<file path="src/rtl/ina_i2c_regbank.sv">
// ina_i2c_regbank - I2C-slave register bank for INA-style current/power monitors.
// A bit-level I2C slave FSM plus a pointer register select one of NUM_REGS 16-bit
// registers. Writable slots (WR_MASK) hold config/calibration. Read-only slots
// return a snapshot of meas_data.
// Ports:
//   clk, rst      system clock (>= 16x SCL), synchronous active-high reset
//   scl, sda_in   raw I2C pins, synchronised internally
//   sda_oe        1 = pull SDA low (external open-drain buffer)
//   meas_data     live values for read-only slots, reg i at bits [16*i +: 16]
//   reg_out       writable register contents (read-only slots read as 0)
//   wr_strobe     one-clk pulse on slot i when a write to it commits
//   busy          high from address match until STOP
module ina_i2c_regbank #(
  parameter logic [6:0]             SLAVE_ADDR = 7'h40,
  parameter int                     NUM_REGS   = 6,
  parameter int                     PTR_W      = 3,
  parameter logic [NUM_REGS-1:0]    WR_MASK    = 6'b100001,
  parameter logic [NUM_REGS*16-1:0] RESET_VALS = {16'h0, 16'h0, 16'h0, 16'h0, 16'h0, 16'h399F},
  parameter bit                     AUTO_INC   = 1'b0
) (
  input  logic                     clk,
  input  logic                     rst,
  input  logic                     scl,
  input  logic                     sda_in,
  output logic                     sda_oe,
  input  logic [NUM_REGS*16-1:0]   meas_data,
  output logic [NUM_REGS*16-1:0]   reg_out,
  output logic [NUM_REGS-1:0]      wr_strobe,
  output logic                     busy
);

  localparam logic [3:0] S_IDLE      = 4'd0,  S_ADDR      = 4'd1,
                         S_ADDR_ACK  = 4'd2,  S_PTR       = 4'd3,
                         S_PTR_ACK   = 4'd4,  S_WMSB      = 4'd5,
                         S_WMSB_ACK  = 4'd6,  S_WLSB      = 4'd7,
                         S_WLSB_ACK  = 4'd8,  S_RMSB      = 4'd9,
                         S_RMSB_MACK = 4'd10, S_RLSB      = 4'd11,
                         S_RLSB_MACK = 4'd12, S_WAIT_STOP = 4'd13;

  localparam logic [7:0]       NREGS8   = 8'(NUM_REGS);
  localparam logic [PTR_W-1:0] LAST_PTR = PTR_W'(NUM_REGS - 1);

  // [0],[1] synchronise; [2] is the previous value for edge detection.
  // Reset to 1 so an idle bus does not look like an edge.
  logic [2:0] scl_q, sda_q;
  always_ff @(posedge clk) begin
    if (rst) begin
      scl_q <= 3'b111;
      sda_q <= 3'b111;
    end else begin
      scl_q <= {scl_q[1:0], scl};
      sda_q <= {sda_q[1:0], sda_in};
    end
  end

  logic scl_rise, scl_fall, start_det, stop_det, sda_s;
  assign sda_s     = sda_q[1];
  assign scl_rise  =  scl_q[1] & ~scl_q[2];
  assign scl_fall  = ~scl_q[1] &  scl_q[2];
  assign start_det =  scl_q[1] & scl_q[2] & ~sda_q[1] &  sda_q[2];
  assign stop_det  =  scl_q[1] & scl_q[2] &  sda_q[1] & ~sda_q[2];

  logic [3:0]                  state_q, state_d;
  logic [3:0]                  cnt_q, cnt_d;
  logic [7:0]                  shift_q, shift_d;
  logic [7:0]                  msb_q, msb_d;
  logic [15:0]                 tx_q, tx_d;
  logic [PTR_W-1:0]            ptr_q, ptr_d;
  logic                        rw_q, rw_d;
  logic                        mack_q, mack_d;
  logic                        extra_q, extra_d;   // LSB already committed, ignore further bytes
  logic                        sda_oe_q, sda_oe_d;
  logic                        busy_q, busy_d;
  logic [NUM_REGS-1:0]         wr_strobe_q, wr_strobe_d;
  logic [NUM_REGS-1:0][15:0]   regs_q, regs_d;
  logic [NUM_REGS-1:0][15:0]   meas_w;

  assign meas_w = meas_data;

  // Snapshot source: after a master ACK of the LSB the next word comes from the
  // advanced pointer, otherwise from the current pointer.
  logic [PTR_W-1:0] ptr_inc, snap_ptr;
  logic [15:0]      rd_word;
  assign ptr_inc  = !AUTO_INC ? ptr_q : (ptr_q == LAST_PTR) ? '0 : ptr_q + 1'b1;
  assign snap_ptr = (state_q == S_RLSB_MACK) ? ptr_inc : ptr_q;
  assign rd_word  = WR_MASK[snap_ptr] ? regs_q[snap_ptr] : meas_w[snap_ptr];

  always_comb begin
    state_d     = state_q;
    cnt_d       = cnt_q;
    shift_d     = shift_q;
    msb_d       = msb_q;
    tx_d        = tx_q;
    ptr_d       = ptr_q;
    rw_d        = rw_q;
    mack_d      = mack_q;
    extra_d     = extra_q;
    sda_oe_d    = sda_oe_q;
    busy_d      = busy_q;
    regs_d      = regs_q;
    wr_strobe_d = '0;
    if (start_det) begin
      state_d  = S_ADDR;
      cnt_d    = '0;
      sda_oe_d = 1'b0;
      extra_d  = 1'b0;
    end else if (stop_det) begin
      state_d  = S_IDLE;
      sda_oe_d = 1'b0;
      busy_d   = 1'b0;
    end else begin
      case (state_q)
        S_ADDR, S_PTR, S_WMSB, S_WLSB: begin
          if (scl_rise) begin
            shift_d = {shift_q[6:0], sda_s};
            cnt_d   = cnt_q + 4'd1;
          end else if (scl_fall && cnt_q == 4'd8) begin
            cnt_d = '0;
            case (state_q)
              S_ADDR: begin
                if (shift_q[7:1] == SLAVE_ADDR) begin
                  sda_oe_d = 1'b1;
                  busy_d   = 1'b1;
                  rw_d     = shift_q[0];
                  if (shift_q[0]) tx_d = rd_word;
                  state_d  = S_ADDR_ACK;
                end else begin
                  state_d  = S_WAIT_STOP;
                end
              end
              S_PTR: begin
                if (shift_q < NREGS8) begin
                  sda_oe_d = 1'b1;
                  ptr_d    = shift_q[PTR_W-1:0];
                  state_d  = S_PTR_ACK;
                end else begin
                  state_d  = S_WAIT_STOP;
                end
              end
              S_WMSB: begin
                sda_oe_d = 1'b1;
                msb_d    = shift_q;
                state_d  = S_WMSB_ACK;
              end
              default: begin  // S_WLSB
                sda_oe_d = 1'b1;
                state_d  = S_WLSB_ACK;
                if (!extra_q && WR_MASK[ptr_q]) begin
                  regs_d[ptr_q]      = {msb_q, shift_q};
                  wr_strobe_d[ptr_q] = 1'b1;
                end
                extra_d = 1'b1;
              end
            endcase
          end
        end
        S_ADDR_ACK: if (scl_fall) begin
          sda_oe_d = rw_q ? ~tx_q[15] : 1'b0;
          state_d  = rw_q ? S_RMSB : S_PTR;
        end
        S_PTR_ACK: if (scl_fall) begin
          sda_oe_d = 1'b0;
          extra_d  = 1'b0;
          state_d  = S_WMSB;
        end
        S_WMSB_ACK, S_WLSB_ACK: if (scl_fall) begin
          // Bytes after the LSB land back in WLSB with extra_q set: ACKed, dropped.
          sda_oe_d = 1'b0;
          state_d  = S_WLSB;
        end
        S_RMSB, S_RLSB: begin
          if (scl_rise) begin
            cnt_d = cnt_q + 4'd1;
          end else if (scl_fall) begin
            if (cnt_q == 4'd8) begin
              sda_oe_d = 1'b0;
              cnt_d    = '0;
              state_d  = (state_q == S_RMSB) ? S_RMSB_MACK : S_RLSB_MACK;
            end else begin
              sda_oe_d = (state_q == S_RMSB) ? ~tx_q[4'd15 - cnt_q] : ~tx_q[4'd7 - cnt_q];
            end
          end
        end
        S_RMSB_MACK, S_RLSB_MACK: begin
          if (scl_rise) begin
            mack_d = ~sda_s;
          end else if (scl_fall) begin
            if (!mack_q) begin
              state_d = S_WAIT_STOP;
            end else if (state_q == S_RMSB_MACK) begin
              sda_oe_d = ~tx_q[7];
              state_d  = S_RLSB;
            end else begin
              ptr_d    = ptr_inc;
              tx_d     = rd_word;
              sda_oe_d = ~rd_word[15];
              state_d  = S_RMSB;
            end
          end
        end
        default: ;  // IDLE, WAIT_STOP: wait for START/STOP
      endcase
    end
  end

  always_ff @(posedge clk) begin
    if (rst) begin
      state_q     <= S_IDLE;
      cnt_q       <= '0;
      shift_q     <= '0;
      msb_q       <= '0;
      tx_q        <= '0;
      ptr_q       <= '0;
      rw_q        <= 1'b0;
      mack_q      <= 1'b0;
      extra_q     <= 1'b0;
      sda_oe_q    <= 1'b0;
      busy_q      <= 1'b0;
      wr_strobe_q <= '0;
      for (int i = 0; i < NUM_REGS; i++)
        regs_q[i] <= WR_MASK[i] ? RESET_VALS[i*16 +: 16] : 16'h0;
    end else begin
      state_q     <= state_d;
      cnt_q       <= cnt_d;
      shift_q     <= shift_d;
      msb_q       <= msb_d;
      tx_q        <= tx_d;
      ptr_q       <= ptr_d;
      rw_q        <= rw_d;
      mack_q      <= mack_d;
      extra_q     <= extra_d;
      sda_oe_q    <= sda_oe_d;
      busy_q      <= busy_d;
      wr_strobe_q <= wr_strobe_d;
      regs_q      <= regs_d;
    end
  end

  // Read-only slots are never written, so they stay at 0 here.
  assign reg_out   = regs_q;
  assign sda_oe    = sda_oe_q;
  assign busy      = busy_q;
  assign wr_strobe = wr_strobe_q;

endmodule
</file>
<file path="config.mk">
export PLATFORM = sky130hd
export DESIGN_NAME = ina_i2c_regbank
export DESIGN_NICKNAME = d
export VERILOG_FILES = /design/src/rtl/ina_i2c_regbank.sv
export SDC_FILE = /design/constraint.sdc
export NUM_CORES = 1
export LEC_CHECK = 0
export ABC_AREA = 1
export CORE_UTILIZATION = 30
export DETAILED_ROUTE_END_ITERATION = 10
export PLACE_DENSITY = 0.54
export SYNTH_ARGS = -nofsm -noshare
export SYNTH_HDL_FRONTEND = slang
export SYNTH_SLANG_ARGS = --single-unit
</file>
<file path="constraint.sdc">
create_clock -name clk -period 1.8 [get_ports clk]
set_clock_uncertainty 0.1 [all_clocks]
set_input_delay 0.27 -clock clk [delete_from_list [all_inputs] [get_ports clk]]
set_output_delay 0.27 -clock clk [all_outputs]
set_load 0.03 [all_outputs]
</file>
; After elaboration in Yosys (flattened, before gate mapping)
; Memory sizes are Yosys's and may differ from the RTL's. A register that Yosys moved wholly into a read port is not among the register bits.
; Index checks and enable logic that the tools add are counted.
[word_totals]
regBits = 156
mem_bits_ro = 8
inputBits = 100
n_memories = 1
[memory_table]
columns = name, words, word_bits, rd, rd_ports_with_merged_regs, write_ports, line
row1 = (name not given), 8, 1, 1, 1, 0, 148  ; if (!extra_q && WR_MASK[ptr_q]) begin
[op_classes]
n_addsub = 3
order_cmp = 5
eq_ne = 47
mux = 79
bitwise = 23
reduce_logical = 36
[ops]
columns = op, n
row1 = $mux W16, 13
row2 = $bmux W16 S3, 2
row3 = $bwmux W96, 1
row4 = $mux W4, 18
row5 = $demux W16 S3, 1
row6 = $ne A4 B4 Y1 const B, 10
row7 = $ne A2 B2 Y1 const B, 16
row8 = $pmux W16 S2, 1
row9 = $mux W1, 29
row10 = $eq A4 B4 Y1 const B, 6
row11 = $pmux W4 S6, 1
row12 = $reduce_and A12 Y1, 2
row13 = $reduce_and A11 Y1, 2
row14 = $reduce_and A7 Y1, 3
row15 = $reduce_and A6 Y1, 3
row16 = $eq A4 B3 Y1 const B, 4
row17 = $not A1 Y1, 16
row18 = $ne A3 B3 Y1 const B, 5
row19 = $reduce_bool A2 Y1, 7
row20 = $mux W3, 4
row21 = $pmux W4 S3, 1
row22 = $lt A4 B5 Y1 const B, 2
row23 = $reduce_or A10 Y1, 1
row24 = $reduce_or A3 Y1, 3
row25 = 26 further kinds, 42

; Logic depth before layout (Yosys ltp)
[logic_depth]
word_depth = 9
ltp_mapped = 13
mapped_depth_nobuf = 12

; Least setup slack after synthesis
; OpenSTA, ideal clock, no wires.
[synth_timing]
path_type = flip-flop to flip-flop
start = register cnt_q[1]
end = register regs_q (netlist bit reg_out[11])
setup_time_ns = 0.138
t_arrival_ns = 1.699
setup_slack_ns = -0.137
path_stages_with_launch = 10
period_less_slack_ns = 1.937
cell_sequence = dfxtp_1 -> inv_1 -> ha_1 -> nand4_1 -> nor3_1 -> nand2_1 -> buf_6 -> nor2_8 -> buf_2 -> o211ai_1
[synth_via]
elab_chain_len = 3
[synth_rtl]
columns = element, line
row1 = from (decl), 64  ; logic [3:0] cnt_q, cnt_d;
row2 = from (signal assigned), 224  ; cnt_q <= cnt_d;
row3 = $eq A4 B4 Y1, 117  ; end else if (scl_fall && cnt_q == 4'd8) begin
row4 = $logic_and A1 B1 Y1, 117
row5 = $reduce_and A7 Y1 (no line), -
row6 = "to (signal, indexed assignment)", 221  ; regs_q[i] <= WR_MASK[i] ? RESET_VALS[i*16 +: 16] : 16'h0;
row7 = to (signal assigned), 235  ; regs_q <= regs_d;
row8 = to (decl), 75  ; logic [NUM_REGS-1:0][15:0] regs_q, regs_d;
; Every way passes these cells.
; A chain may end at the register's enable or synchronous reset.

; Worst setup path in the final report
[layout_timing]
start = register cnt_q[1]
end = register regs_q (netlist bit reg_out[52])
; Same word-level chain as after synthesis.

==> flow_summary.ini <==
[synth]
syn-num-nets = 1315
synth-seq-cells = 157
synth.distinct_cells = 31
ys_seq_area_share_pct = 39.4
syn_inst = 1210
syn-cell-area_mm2 = 0.00798
yosys-top-cells-area = dfxtp_1, nand2_1, a21oi_1
synth_edf_count = 0
netlist.area_leader.share_pct = 39.4
ys_async_sr_fraction_pct = 0
syn_area_per_cell_um2 = 6.59
yosysTopAreaCell = dfxtp_1
ys.flop_type = dfxtp_1
yosysWarningCount = 0

[routing]
routed_wl_um = 35000
vias = 9322
drt_iter0_markers = 686
vias_per_cell = 4.92
drc = 0
wl_per_cell_um = 18.5
first_pass_iters = 5
ant_nets = 0

[floorplanning]
core_area_mm2 = 0.0261
die_h_um = 165
io-pin-count = 204
num_rows = 59
die_area_mm2 = 0.0273
start_util_pct = 30.6
die_x_um = 165

[cells_and_area]
layout_common_cells = nand2_1, dfxtp_1, a21oi_1
area_growth_pct = 64.1
drive_gt1_share_pct = 24.0
fin_cells = 1895
final_util_pct = 50.3
nets = 1652
final_common_cell = nand2_1
nFillCells = 2587
n_antenna_cell = 0

[clock_tree]
cts_tree = yes
htree_levels = 4
cts-buffers-inserted = 17
cts_num_sinks = 157
clkTransAtPathRegs_ns = 0.07
clockBufferDepth = 2
root_buffer = clkbuf_16
clk_latency_ns = 0.44
cts_hold_buf = 0

[setup_path]
worstPathCellList = inv_2, ha_4, nand4_1, nor3_2, nand2_2, buf_12, nor2_8, clkbuf_16, o21ai_1, a21oi_1
cpMaxStageDelayCell = dfxtp_2
end_kind = register
cpPeakStageDelay_ns = 0.33
required_ns = 2.07
crit_path_max_fanout = 6
path_class = register to register
cp-start-kind = register
critical_path_arrival_ns = 2.22

[placement]
gp_congestion = 0.943
port_buffers = 203
hpwl_um = 25500
dpl.cell_count = 1839

[timing]
fin_ws_ns = -0.155
maxSlewViolCount = 0
setup_viol = 121
rsz0062_at_grt = yes
finalHoldWorstSlack_ns = 0.302
max_slew.worst_pin.slew_ns = 0.380
maxSlewHeadroom_pct = 74.7
clock.fmax_ghz = 0.511
hold_viol = 0
period_needed_ns = 1.96
fin_crit_sh_pct = 109

[outcome]
violations = setup timing
outcome = finished with violations

[global_routing]
grt_pass1_vias = 8777
grt_remaining_overflow = 0
antenna_found_initial = 0
track_usage_pct = 25.1
grt_max_degree = 88
grt_pass1_wl_um = 50900

[pwr]
fin_total_pwr_w = 0.0121
power.density_mw_per_mm2 = 922
leakagePower_nw = 6.16
worst_ir_drop_vdd_uv = 547

[flow_run]
maxCapViolations = 0

[hold_path]
min-delay-path-class = input port to register
==> kinds of logic after synthesis <==
group,synth area share (%)
buffers and inverters,9.11
adders and majority gates,0.784
DFF,39.4
and+or+nand+nor,30.8
AOI/OAI and AO/OA,20.0
==> path summary, 6_finish.rpt <==
check	start	end	slack (ns)	cells after the start
worst max-delay path	cnt_q[1]	reg_out[52]	-0.16	10
worst min register to register	sda_q[0]	sda_q[1]	0.31	1
worst max register to register	cnt_q[1]	reg_out[52]	-0.16	10
worst min-delay path	scl	scl_q[0]	0.30	2
==> timing repair <==
action | 4_1_cts | 5_1_grt
endpoints found under the setup margin | 245 | 148
buffers inserted | 9 | 9
resized for setup | 217 | 113
cloned | 7 | 5
pin swaps | 18 | 41
==> registers in the layout (all words and copies together), names as in the netlist, named ones only <==
register,cells
reg_out,96
tx_q,16
msb_q,8
shift_q,8
wr_strobe,6
cnt_q,4
state_q,4
ptr_inc,3
scl_q,3
sda_q,3
busy,1
extra_q,1
mack_q,1
rw_q,1
sda_oe,1
==> synthesized netlist by cell type, types with 3 or more instances <==
master and number:
nor2_8 5, or2_2 4, buf_6 9, and3_1 7, o21ai_0 74, clkinv_1 5
nor2_2 4, a21oi_1 154, buf_2 29, nand2_2 3, o21ai_1 60, inv_2 6
inv_1 91, o22ai_1 7, nand4_1 16, buf_1 3, nand3_1 61, nor2_1 106
nor3_1 13, clkbuf_1 21, ha_1 5, o211ai_1 12, nand2_1 348, dfxtp_1 157
==> stage by stage <==
stage | area, um2 | TNS (ns) | setup WS, ns
after global placement | 11600 | -18.54 | -0.327
final | 13100 | -10.05 | -0.155
after global routing | 13100 | -23.14 | -0.261
after detailed placement | 11600 | -24.17 | -0.372
after CTS | 12600 | -9.93 | -0.119
after floorplan | 8010 | -0.163 | -0.0183
==> per-layer routing <==
layer / vias to the layer above / share of wire [%] / global-route usage [%]
met4: 0 / 1.7 / 6.76
met2: 289 / 48 / 41.3
met1: 4344 / 44 / 33.5
met5: - / 0 / 0
li1: 4652 / - / -
met3: 37 / 6.5 / 4.55
==> power by group <==
part	internal (W)	leakage, nW	switching, W
Sequential	0.00369	1.27	0.000195
Clock	0.00202	0.303	0.00178
Combinational	0.00202	4.58	0.00237
Total	0.00773	6.16	0.00435
==> critical path: cells and delay by family (launching register included) <==
family,cells,cell delay [ns]
AO/OA/AOI/OAI,2,0.17
adder cells (fa/ha/maj),1,0.14
buffers and inverters,3,0.43
flip-flops,1,0.33
AND/OR/NAND/NOR,4,0.69
==> area by class of cell <==
class / count / area [um2] / share of cell area (%)
Timing Repair Buffer: 381 / 3820 / 29.2
Clock inverter: 15 / 198 / 1.51
Tap cell: 335 / 419 / 3.20
Sequential cell: 157 / 3160 / 24.2
Inverter: 102 / 400 / 3.06
Clock buffer: 17 / 425 / 3.25
Multi-Input combinational cell: 888 / 4670 / 35.7
(Power assumes the default switching activity.)
